### src/rtl/sal_rw_sched.sv
// sal_rw_sched: read/write turnaround scheduler for the DDR column-command path.
// Grants are combinational from registered state/counters and the live requests;
// counters and state advance at the next clock edge.
module sal_rw_sched #(
  parameter int WR_HI_WM     = 6,
  parameter int WR_LO_WM     = 2,
  parameter int MAX_WR_BATCH = 8,
  parameter int CNT_W        = 5
) (
  input  logic             clk,
  input  logic             rst,
  input  logic [3:0]       t_ccd_i,
  input  logic [3:0]       t_rtw_i,
  input  logic [3:0]       t_wtr_i,
  input  logic             rd_req_i,
  input  logic             wr_req_i,
  input  logic [CNT_W-1:0] wr_pend_cnt_i,
  output logic             rd_gnt_o,
  output logic             wr_gnt_o,
  output logic             wr_mode_o
);

  localparam int BW = $clog2(MAX_WR_BATCH + 1);
  localparam logic [CNT_W-1:0] HI_WM  = CNT_W'(WR_HI_WM);
  localparam logic [CNT_W-1:0] LO_WM  = CNT_W'(WR_LO_WM);
  localparam logic [BW-1:0]    BATCH_MAX = BW'(MAX_WR_BATCH);

  typedef enum logic [1:0] {S_READ, S_WR_TURN, S_WRITE, S_RD_TURN} state_e;

  state_e        state_q, state_d;
  logic [3:0]    ccd_q, rtw_q, wtr_q;
  logic [BW-1:0] batch_q;
  logic          rd_gnt, wr_gnt;
  logic          sw_w, sw_r;
  logic [3:0]    ccd_ld, rtw_ld, wtr_ld;

  // A programmed spacing of 0 behaves like 1, so the reload value is max(t,1)-1.
  assign ccd_ld = (t_ccd_i == 4'd0) ? 4'd0 : t_ccd_i - 4'd1;
  assign rtw_ld = (t_rtw_i == 4'd0) ? 4'd0 : t_rtw_i - 4'd1;
  assign wtr_ld = (t_wtr_i == 4'd0) ? 4'd0 : t_wtr_i - 4'd1;

  // Switch conditions: drain writes at high watermark (or when no read waits);
  // yield to a waiting read when writes run low or the batch is exhausted.
  assign sw_w = wr_req_i & ((wr_pend_cnt_i >= HI_WM) | ~rd_req_i);
  assign sw_r = rd_req_i & (~wr_req_i | (wr_pend_cnt_i <= LO_WM) | (batch_q == BATCH_MAX));

  // Next-state and grant decision; a switching cycle never grants.
  always_comb begin
    state_d = state_q;
    rd_gnt  = 1'b0;
    wr_gnt  = 1'b0;
    case (state_q)
      S_READ: begin
        if (sw_w) state_d = S_WR_TURN;
        else      rd_gnt  = rd_req_i & (ccd_q == 4'd0);
      end
      S_WR_TURN: begin
        if (rtw_q == 4'd0 && ccd_q == 4'd0) state_d = S_WRITE;
      end
      S_WRITE: begin
        if (sw_r) state_d = S_RD_TURN;
        else      wr_gnt  = wr_req_i & (ccd_q == 4'd0);
      end
      S_RD_TURN: begin
        if (wtr_q == 4'd0 && ccd_q == 4'd0) state_d = S_READ;
      end
      default: state_d = S_READ;
    endcase
    // Reset kills any grant in the cycle it is asserted.
    if (rst) begin
      rd_gnt = 1'b0;
      wr_gnt = 1'b0;
    end
  end

  assign rd_gnt_o  = rd_gnt;
  assign wr_gnt_o  = wr_gnt;
  assign wr_mode_o = ~rst & ((state_q == S_WR_TURN) | (state_q == S_WRITE));

  // State and spacing counters; counters reload on grants and otherwise count down to 0.
  always_ff @(posedge clk) begin
    if (rst) begin
      state_q <= S_READ;
      ccd_q   <= '0;
      rtw_q   <= '0;
      wtr_q   <= '0;
      batch_q <= '0;
    end else begin
      state_q <= state_d;
      if (rd_gnt || wr_gnt)  ccd_q <= ccd_ld;
      else if (ccd_q != 4'd0) ccd_q <= ccd_q - 4'd1;
      if (rd_gnt)            rtw_q <= rtw_ld;
      else if (rtw_q != 4'd0) rtw_q <= rtw_q - 4'd1;
      if (wr_gnt)            wtr_q <= wtr_ld;
      else if (wtr_q != 4'd0) wtr_q <= wtr_q - 4'd1;
      if (state_q != S_WRITE && state_d == S_WRITE) batch_q <= '0;
      else if (wr_gnt && batch_q != BATCH_MAX)      batch_q <= batch_q + 1'b1;
    end
  end

endmodule

### config.mk
export PLATFORM = sky130hd
export DESIGN_NAME = sal_rw_sched
export DESIGN_NICKNAME = d
export VERILOG_FILES = /design/src/rtl/sal_rw_sched.sv
export SDC_FILE = /design/constraint.sdc
export NUM_CORES = 1
export LEC_CHECK = 0
export ABC_AREA = 1
export CAP_MARGIN = 20
export CORE_MARGIN = 10
export CORE_UTILIZATION = 56
export DETAILED_ROUTE_END_ITERATION = 7
export PLACE_DENSITY = 0.84
export SETUP_SLACK_MARGIN = 0.1
export SYNTH_ARGS = -nofsm -noshare
export SYNTH_HDL_FRONTEND = slang
export SYNTH_SLANG_ARGS = --single-unit
### constraint.sdc
create_clock -name clk -period 4.27 [get_ports clk]
set_input_delay 1.281 -clock clk [delete_from_list [all_inputs] [get_ports clk]]
set_output_delay 1.281 -clock clk [all_outputs]
set_load 0.01 [all_outputs]
==> metrics.yaml, run 1 <==
critical_path:
  worst_r2r_path_depth: 12
  crit_path_max_fanout: 3
  cp-start-kind: "input port"
  required_ns: 2.99
  crit_type: "in2out"
  cp-end-kind: "primary output"
  critPathArrivalTime_ns: 2.79
synth:
  ys.warnings.count: 0
  netlist_instances: 201
  ys.flop_type: "dfxtp_1"
  synth_edf_count: 0
  ys_top_cells_by_count: "36 x nand2_1, 28 x inv_1, 20 x nor2_1, 18 x dfxtp_1, 18 x nand3_1"
  synth_seq_cells: 18
  syn_nets: 234
  syn_area_per_cell_sq_um: 6.94
  syn-cell-area_sq_um: 1400
  yosysTopAreaCellShare_pct: 25.8
  ys_types: 26
  yosysTopAreaCell: "dfxtp_1"
  yosysSeqAreaShare_pct: 25.8
  async_reset_ff_share_pct: 0
  synth.most_common_cell: "nand2_1"
  synthTopCellsByArea: "dfxtp_1 26%, ha_1 11%, nand2_1 9.7%"
clock_network:
  cts_sinks: 18
  post_cts_buffers: 0
  cts_hold_buf: 0
  clock_path_buffers: 2
  root_buffer: "clkbuf_4"
  cts_made_buffers: 3
  cts.clk_slew.worst_paths_ns: 0.10
  post_cts_resized: 0
  cts_tree: "yes"
  worstSkewPairLatency_ns: 0.29
  h-tree-depth: 1
drt:
  drcViolationCount: 0
  drt_wl_total_microns: 2730
  dr.pass1.iters: 4
  vias_per_cell: 5.08
  postRouteAntennaNets: 0
  routedWlPerCell_microns: 10.5
  via_count: 1322
  drtIter0Drc: 80
floorplan:
  ios: 24
  start_util_pct: 57.4
  coreArea_sq_um: 2430
  die_h_microns: 69.9
  fp-row-count: 18
  die_x_microns: 69.9
  die_area_sq_um: 4890
power:
  leakage_nw: 0.794
  p_per_area_nw_per_um2: 521
  peakVddDrop_uv: 336
sta:
  fin_crit_sh_pct: 95.2
  hold_slack_ns: 0.504
  max_freq_ghz: 0.246
  hold_viol: 0
  worst_pin_slew_ns: 0.265
  tns_ns: 0
  final-setup-viol-count: 0
  relSlewSlack_pct: 82.2
  finClkSkew_ns: 0.00306
  finalMaxSlewViolations: 0
  grt_setup_unrepaired: "no"
  finalCriticalPeriod_ns: 4.07
final_layout:
  diodes: 0
  drive_above_1_share_pct: 10.4
  nFillCells: 224
  multi_input_area_sq_um: 907
  fin_nets: 265
  area_delta_synth_final_pct: 22.2
  regArea_sq_um: 360
hold_path:
  hold_path_depth: 2
  min_path_type: "reg2reg"
global_routing:
  antenna_found_initial: 0
  grtUsageMet2_pct: 18.9
  track_usage_pct: 10.8
  grt_max_degree: 15
  grt_pass1_wl_microns: 4620
  overflow: 0
  top_usage_layer: "met2"
  grt_pass1_vias: 1148
  met3_usage_pct: 1.98
  gr-usage-met1_pct: 11.9
placement:
  dp_hpwl_microns: 2260
  portBuffers: 23
  gp_congestion: 0.917
flow_run:
  max_cap_viol_count: 0
run_status:
  status: "complete, no violations"
[path summary, 6_finish.rpt]
kind | to | from | slack (ns)
setup / recovery | wr_gnt_o | wr_req_i | 0.20
hold / removal | ccd_q[1] | ccd_q[1] | 0.50
setup reg to reg | ccd_q[1] | ccd_q[0] | 2.59
hold reg to reg | ccd_q[1] | ccd_q[1] | 0.50
[metal layers]
| metal | vias to the layer above | routed length [microns] | part of all wire, % |
|---|---|---|---|
| met5 | - | 0 | 0 |
| met1 | 588 | 1300 | 48 |
| li1 | 711 | - | - |
| met4 | 0 | 8 | 0.29 |
| met2 | 21 | 1340 | 49 |
| met3 | 2 | 82 | 3.0 |
[flip-flops by register name, indices dropped and copies added, names as in the netlist]
name / count
ccd_q: 4
state_q: 2
batch_q: 4
rtw_q: 4
wtr_q: 4
[through the flow]
stage               util (%)  cells  total power [mW]  setup WS (ns)  cell area [sq um]
detailed placement      69.1    257             0.805          0.202               1680
CTS                     70.1    260             0.893          0.196               1700
global placement        69.1    257             0.795          0.198               1680
global route            70.1    260             0.978          0.109               1700
floorplan                  -    201             0.697           1.19               1400
finish                  70.1    260             0.889          0.204               1700
[logic make-up after synthesis]
kind of cell	share of synthesized area, %
AOI/OAI and AO/OA	12.8
xor gates and xnor gates	6.91
adders and majority gates	10.8
buffers and inverters	9.15
DFF	25.8
and+or+nand+nor	34.5
[critical path, stage by stage]
cell	delay [ns]
clkdlybuf4s50_1	0.52
nand2_1	0.14
nor2_8	0.15
nand2_4	0.05
inv_1	0.09
clkdlybuf4s50_1	0.54
[cell type report]
class                   count  area share, %
clock buffers               3           1.32
flip-flops and latches     18           21.1
repair buffers             27           15.3
well taps                  30           2.20
multi-input cells         151           53.2
inverters                  31           6.83
[layout by cell type (no fill, tap or decap), types with 2 or more instances in the layout]
cell / Yosys / routed
nand3_1: 18 / 18
dfxtp_1: 18 / 18
ha_1: 12 / 12
xor2_1: 8 / 8
nand2_1: 36 / 36
nor3_1: 4 / 4
inv_1: 28 / 28
clkbuf_4: 0 / 3
nor2_1: 20 / 20
nand3_2: 2 / 2
clkdlybuf4s50_1: 0 / 23
o21ai_0: 9 / 9
or2_2: 2 / 2
o21ai_1: 6 / 6
nand2_4: 4 / 4
buf_4: 0 / 4
a21oi_1: 16 / 16
nand2_2: 2 / 2
inv_2: 3 / 3
xnor2_1: 3 / 3
nor2_8: 2 / 2
[where the power goes]
part           total (mW)  internal (mW)  switching (mW)
clock              0.0859         0.0329          0.0531
sequential          0.267          0.226          0.0410
combinational       0.536          0.236           0.300
total               0.889          0.494           0.395
Note: power is estimated with default switching activity, not from simulation.
==> run 2: changes to the inputs <==
- CORE_MARGIN: 10 -> default
==> metrics.yaml, run 2 (synthesis gave the netlist of run 1 again) <==
global_routing:
  grt_pass1_vias: 1358  # +18%
  antenna_found_initial: 0  # unchanged
  grt_pass1_wl_microns: 5460  # +18%
  overflow: 0  # unchanged
  track_usage_pct: 26.7  # +16 points
  grt_max_degree: 15  # unchanged
power:
  power_frac_seq_pct: 29.6  # -0.4 points
  p_per_area_nw_per_um2: 538  # +3.3%
  p_sw_share_pct: 46.0  # +1.6 points
  p_int_uw: 494  # about the same
  switching_power_uw: 421  # +6.7%
  clkPwrFrac_pct: 9.3  # -0.4 points
  peakVddDrop_uv: 366  # +8.7%
  leakage_nw: 0.789  # -0.54%
  power_frac_comb_pct: 61.1  # +0.8 points
floorplan:
  die_h_microns: 51.9  # -26%
  start_util_pct: 61.3  # +3.9 points
  die_x_microns: 51.9  # -26%
  die_area_sq_um: 2690  # -45%
  coreArea_sq_um: 2280  # -6.4%
  fp-row-count: 17  # -1
  ios: 24  # unchanged
final_layout:
  final_common_cell: "nand2_1"
  fin_nets: 264  # -0.38%
  final_cell_mix: "35 x nand2_1, 28 x inv_1, 23 x clkdlybuf4s50_1"
  nFillCells: 181  # -19%
  area_delta_synth_final_pct: 21.8
  fin_area_sq_um: 1700  # -0.29%
  diodes: 0  # unchanged
  fin_util_pct: 74.7  # +4.6 points
  drive_above_1_share_pct: 10.9  # +0.48 points
clock_network:
  h-tree-depth: 1  # unchanged
  cts.clk_slew.worst_paths_ns: 0.10  # about the same
  post_cts_buffers: 0  # unchanged
  cts_tree: "yes"
  worstSkewPairLatency_ns: 0.29  # about the same
  clock_path_buffers: 2  # unchanged
  cts_sinks: 18  # unchanged
  root_buffer: "clkbuf_4"
  cts_made_buffers: 3  # unchanged
drt:
  wl_met2_microns: 1560  # +17%
  via_count: 1360  # +2.9%
  postRouteAntennaNets: 0  # unchanged
  drt_wl_total_microns: 3020  # +11%
  routedWlPerCell_microns: 11.8  # +12%
  met1_length_microns: 1340  # +3.4%
  drtIter0Drc: 32  # -60%
  vias_per_cell: 5.29  # +4.1%
  top_layer: "met4"
  drcViolationCount: 0  # unchanged
  wl_met3_microns: 100  # +22%
  dr.pass1.iters: 4  # unchanged
sta:
  relSlewSlack_pct: 81.1  # -1.2 points
  grt_setup_unrepaired: "no"
  fin_ws_ns: 0.196  # -0.00778 ns
  tns_ns: 0  # unchanged
  worst_pin_slew_ns: 0.283  # +0.0176 ns
  fin_crit_sh_pct: 95.4  # +0.18 points
  finalCriticalPeriod_ns: 4.07  # +0.00778 ns
  finClkSkew_ns: 0.00797  # +0.00492 ns
  finalMaxSlewViolations: 0  # unchanged
  hold_viol: 0  # unchanged
  max_freq_ghz: 0.245  # -0.19%
  final-setup-viol-count: 0  # unchanged
hold_path:
  hold_path_depth: 2  # unchanged
  hp-start: "ccd_q[1]"
  holdPathEnd: "ccd_q[1]"
  min_path_type: "reg2reg"
critical_path:
  required_ns: 2.99  # about the same
  rr_startpoint: "rtw_q[0]"
  cp-start-kind: "input port"
  reg2reg_slack_ns: 2.54  # -0.05 ns
  crit_path_max_fanout: 10  # +7
  cp-end-kind: "primary output"
  worst_r2r_path_depth: 11  # -1
  crit_type: "in2out"
  critPathArrivalTime_ns: 2.79  # about the same
  r2r-end: "batch_q[1]"
run_status:
  status: "complete, no violations"
placement:
  portBuffers: 23  # unchanged
  place_area_sq_um: 1670  # -0.60%
  pre_cts_ws_ns: 0.173  # -0.0289 ns
  dp_hpwl_microns: 2370  # +4.7%
  gp_congestion: 0.792  # -14%
flow_run:
  max_cap_viol_count: 0  # unchanged
## run 2: cell count changes in the layout (fill, tap and decap cells not counted)
cell and delta:
nor2_2 +1, nand2_1 -1, buf_4 -1, nor2_1 -1, nand2_2 +1
## run 2: worst max-delay path, stage by stage
cell and delay [ns]:
clkdlybuf4s50_1 0.51, nand2_1 0.11, nor2_4 0.13, nand2_4 0.10, inv_2 0.11, clkdlybuf4s50_1 0.54
## run 2: power groups by stage
stage / Clock [mW] / Combinational, mW / Sequential (mW)
floorplan: 0 / 0.432 / 0.265
global placement: 0 / 0.522 / 0.270
detailed placement: 0 / 0.543 / 0.273
CTS: 0.0864 / 0.555 / 0.269
global route: 0.0934 / 0.633 / 0.277
finish: 0.0853 / 0.559 / 0.271
## run 2: worst max-delay path by stage
stage                     cells after the start              from       end
after global routing                          8  wr_pend_cnt_i[1]  wr_gnt_o
after detailed placement                      7  wr_pend_cnt_i[4]  rd_gnt_o
after floorplan                               5  wr_pend_cnt_i[4]  rd_gnt_o
after CTS                                     7  wr_pend_cnt_i[4]  rd_gnt_o
final                                         6          rd_req_i  rd_gnt_o
after global placement                        7  wr_pend_cnt_i[4]  rd_gnt_o
## run 2: metal layers
layer  vias up  global-route usage (%)
met5         -                       0
met3         2                    2.92
met1       620                    31.1
li1        709                       -
met2        29                    49.4
met4         0                    9.91
## run 2: what timing repair did
item,CTS,global route
gates resized for setup,0,2
hold buffers,0,0
setup endpoints to repair,0,1
## run 2: stage by stage
stage | total power, mW | hold slack (ns) | instances
5_1_grt | 1.00 | 0.551 | 257
3_3_place_gp | 0.791 | 0.480 | 254
2_1_floorplan | 0.697 | 0.465 | 201
3_5_place_dp | 0.816 | 0.483 | 254
4_1_cts | 0.911 | 0.499 | 257
6_report | 0.915 | 0.501 | 257
## run 2: area by class of cell
type / count / area [sq um] / share of cell area, %
Sequential cell: 18 / 360 / 21.2
Clock buffer: 3 / 22.5 / 1.33
Multi-Input combinational cell: 151 / 912 / 53.7
Timing Repair Buffer: 26 / 253 / 14.9
Inverter: 31 / 116 / 6.85
Tap cell: 28 / 35.0 / 2.06
==> run 3: changes to the inputs <==
- clock period: 4.27 -> 5.04 ns (I/O delays scaled with it)
==> metrics.yaml, run 3 (synthesis gave the netlist of run 1 again) <==
critical_path:
  required_ns: 3.53  # +0.54 ns
  crit_path_max_fanout: 15  # +5
  cp-start-kind: "input port"
  crit_type: "in2out"
  reg2reg_slack_ns: 3.37  # +0.83 ns
  r2r-end: "batch_q[1]"
  rr_startpoint: "wtr_q[0]"
  critPathArrivalTime_ns: 3.25  # +0.46 ns
  cp-end-kind: "primary output"
  worst_r2r_path_depth: 12  # +1
clock_network:
  cts_hold_buf: 0  # unchanged
  cts_tree: "yes"
  clock_path_buffers: 2  # unchanged
  h-tree-depth: 1  # unchanged
  post_cts_buffers: 0  # unchanged
  post_cts_resized: 0  # unchanged
  root_buffer: "clkbuf_4"
  cts.clk_slew.worst_paths_ns: 0.11  # about the same
  cts_made_buffers: 3  # unchanged
  worstSkewPairLatency_ns: 0.29  # about the same
  cts_sinks: 18  # unchanged
sta:
  final-setup-viol-count: 0  # unchanged
  finalMaxSlewViolations: 0  # unchanged
  hold_viol: 0  # unchanged
  worst_pin_slew_ns: 0.276  # -0.00712 ns
  finClkSkew_ns: 0.00459  # -0.00338 ns
  finalCriticalPeriod_ns: 4.76
  relSlewSlack_pct: 81.5  # +0.48 points
  grt_setup_unrepaired: "no"
  fin_crit_sh_pct: 94.4
  tns_ns: 0  # unchanged
  max_freq_ghz: 0.210
drt:
  drcViolationCount: 0  # unchanged
  top_layer: "met4"
  postRouteAntennaNets: 0  # unchanged
  met1_length_microns: 1260  # -6.1%
  dr.pass1.iters: 4  # unchanged
  drt_wl_total_microns: 2830  # -6.3%
  routedWlPerCell_microns: 11.1  # -5.6%
  via_count: 1341  # -1.4%
  drtIter0Drc: 22  # -31%
  wl_met3_microns: 96  # -4.0%
  vias_per_cell: 5.26  # -0.62%
  wl_met2_microns: 1460  # -6.6%
placement:
  gp_congestion: 0.813  # +2.7%
  dp_hpwl_microns: 2330  # -1.6%
  portBuffers: 23  # unchanged
hold_path:
  hp-start: "ccd_q[1]"
  min_path_type: "reg2reg"
  hold_path_depth: 2  # unchanged
  holdPathEnd: "ccd_q[1]"
power:
  leakage_nw: 0.783  # -0.83%
  power_uw: 780  # -15%
  peakVddDrop_uv: 370  # +1.2%
  p_per_area_nw_per_um2: 463  # -14%
floorplan:
  die_area_sq_um: 2690  # unchanged
  start_util_pct: 61.3  # unchanged
  die_x_microns: 51.9  # unchanged
  coreArea_sq_um: 2280  # unchanged
  die_h_microns: 51.9  # unchanged
  ios: 24  # unchanged
  fp-row-count: 17  # unchanged
final_layout:
  diodes: 0  # unchanged
  multi_input_area_sq_um: 907  # -0.55%
  fin_util_pct: 74.1  # -0.60 points
  area_delta_synth_final_pct: 20.8
  nFillCells: 186  # +2.8%
  final_cell_mix: "36 x nand2_1, 28 x inv_1, 23 x clkdlybuf4s50_1"
  fin_nets: 261  # -1.1%
  drive_above_1_share_pct: 9.25  # -1.7 points
  final_common_cell: "nand2_1"
  regArea_sq_um: 360  # unchanged
global_routing:
  grt_pass1_vias: 1248  # -8.1%
  antenna_found_initial: 0  # unchanged
  track_usage_pct: 22.7  # -4.1 points
  overflow: 0  # unchanged
  grt_pass1_wl_microns: 4710  # -14%
  grt_max_degree: 16  # +1
run_status:
  status: "complete, no violations"
flow_run:
  max_cap_viol_count: 0  # unchanged
run 3: critical path, cell delays in order:
cell	delay [ns]
clkdlybuf4s50_1	0.53
inv_2	0.21
nand2_4	0.10
nor2_8	0.11
nand2_4	0.13
inv_1	0.11
clkdlybuf4s50_1	0.54
run 3: worst max path at each step:
stage,startpoint,end,slack [ns],cells past startpoint
after floorplan,wr_pend_cnt_i[4],rd_gnt_o,1.50,5
after global placement,rst,wr_gnt_o,0.34,7
after detailed placement,rst,wr_gnt_o,0.29,7
after CTS,rst,wr_gnt_o,0.29,7
after global routing,rst,wr_gnt_o,0.17,7
final,rst,wr_gnt_o,0.28,7
run 3: where the power goes:
part | switching, mW | leakage [nW] | total (mW) | internal (mW)
combinational | 0.265 | 0.614 | 0.462 | 0.197
sequential | 0.0368 | 0.148 | 0.228 | 0.191
clock | 0.0465 | 0.0210 | 0.0905 | 0.0440
total | 0.348 | 0.783 | 0.780 | 0.432
run 3: final cells by class:
cell class	count	area share [%]
Tap cell	28	2.08
Timing Repair Buffer	23	13.7
Inverter	31	6.90
Clock buffer	4	2.15
Multi-Input combinational cell	151	53.8
Sequential cell	18	21.4
run 3: metrics by stage:
stage	worst slack, ns	instances	hold WS [ns]	area, sq um
after CTS	0.291	255	0.525	1690
after detailed placement	0.291	251	0.508	1650
after global placement	0.342	251	0.490	1650
after global routing	0.174	255	0.551	1690
final	0.282	255	0.526	1690
after floorplan	1.50	201	0.465	1400
run 3: routing by layer:
layer | GRT usage, % | vias up
li1 | - | 709
met1 | 26.0 | 600
met2 | 43.6 | 28
met3 | 2.63 | 4
met4 | 5.41 | 0
met5 | 0 | -
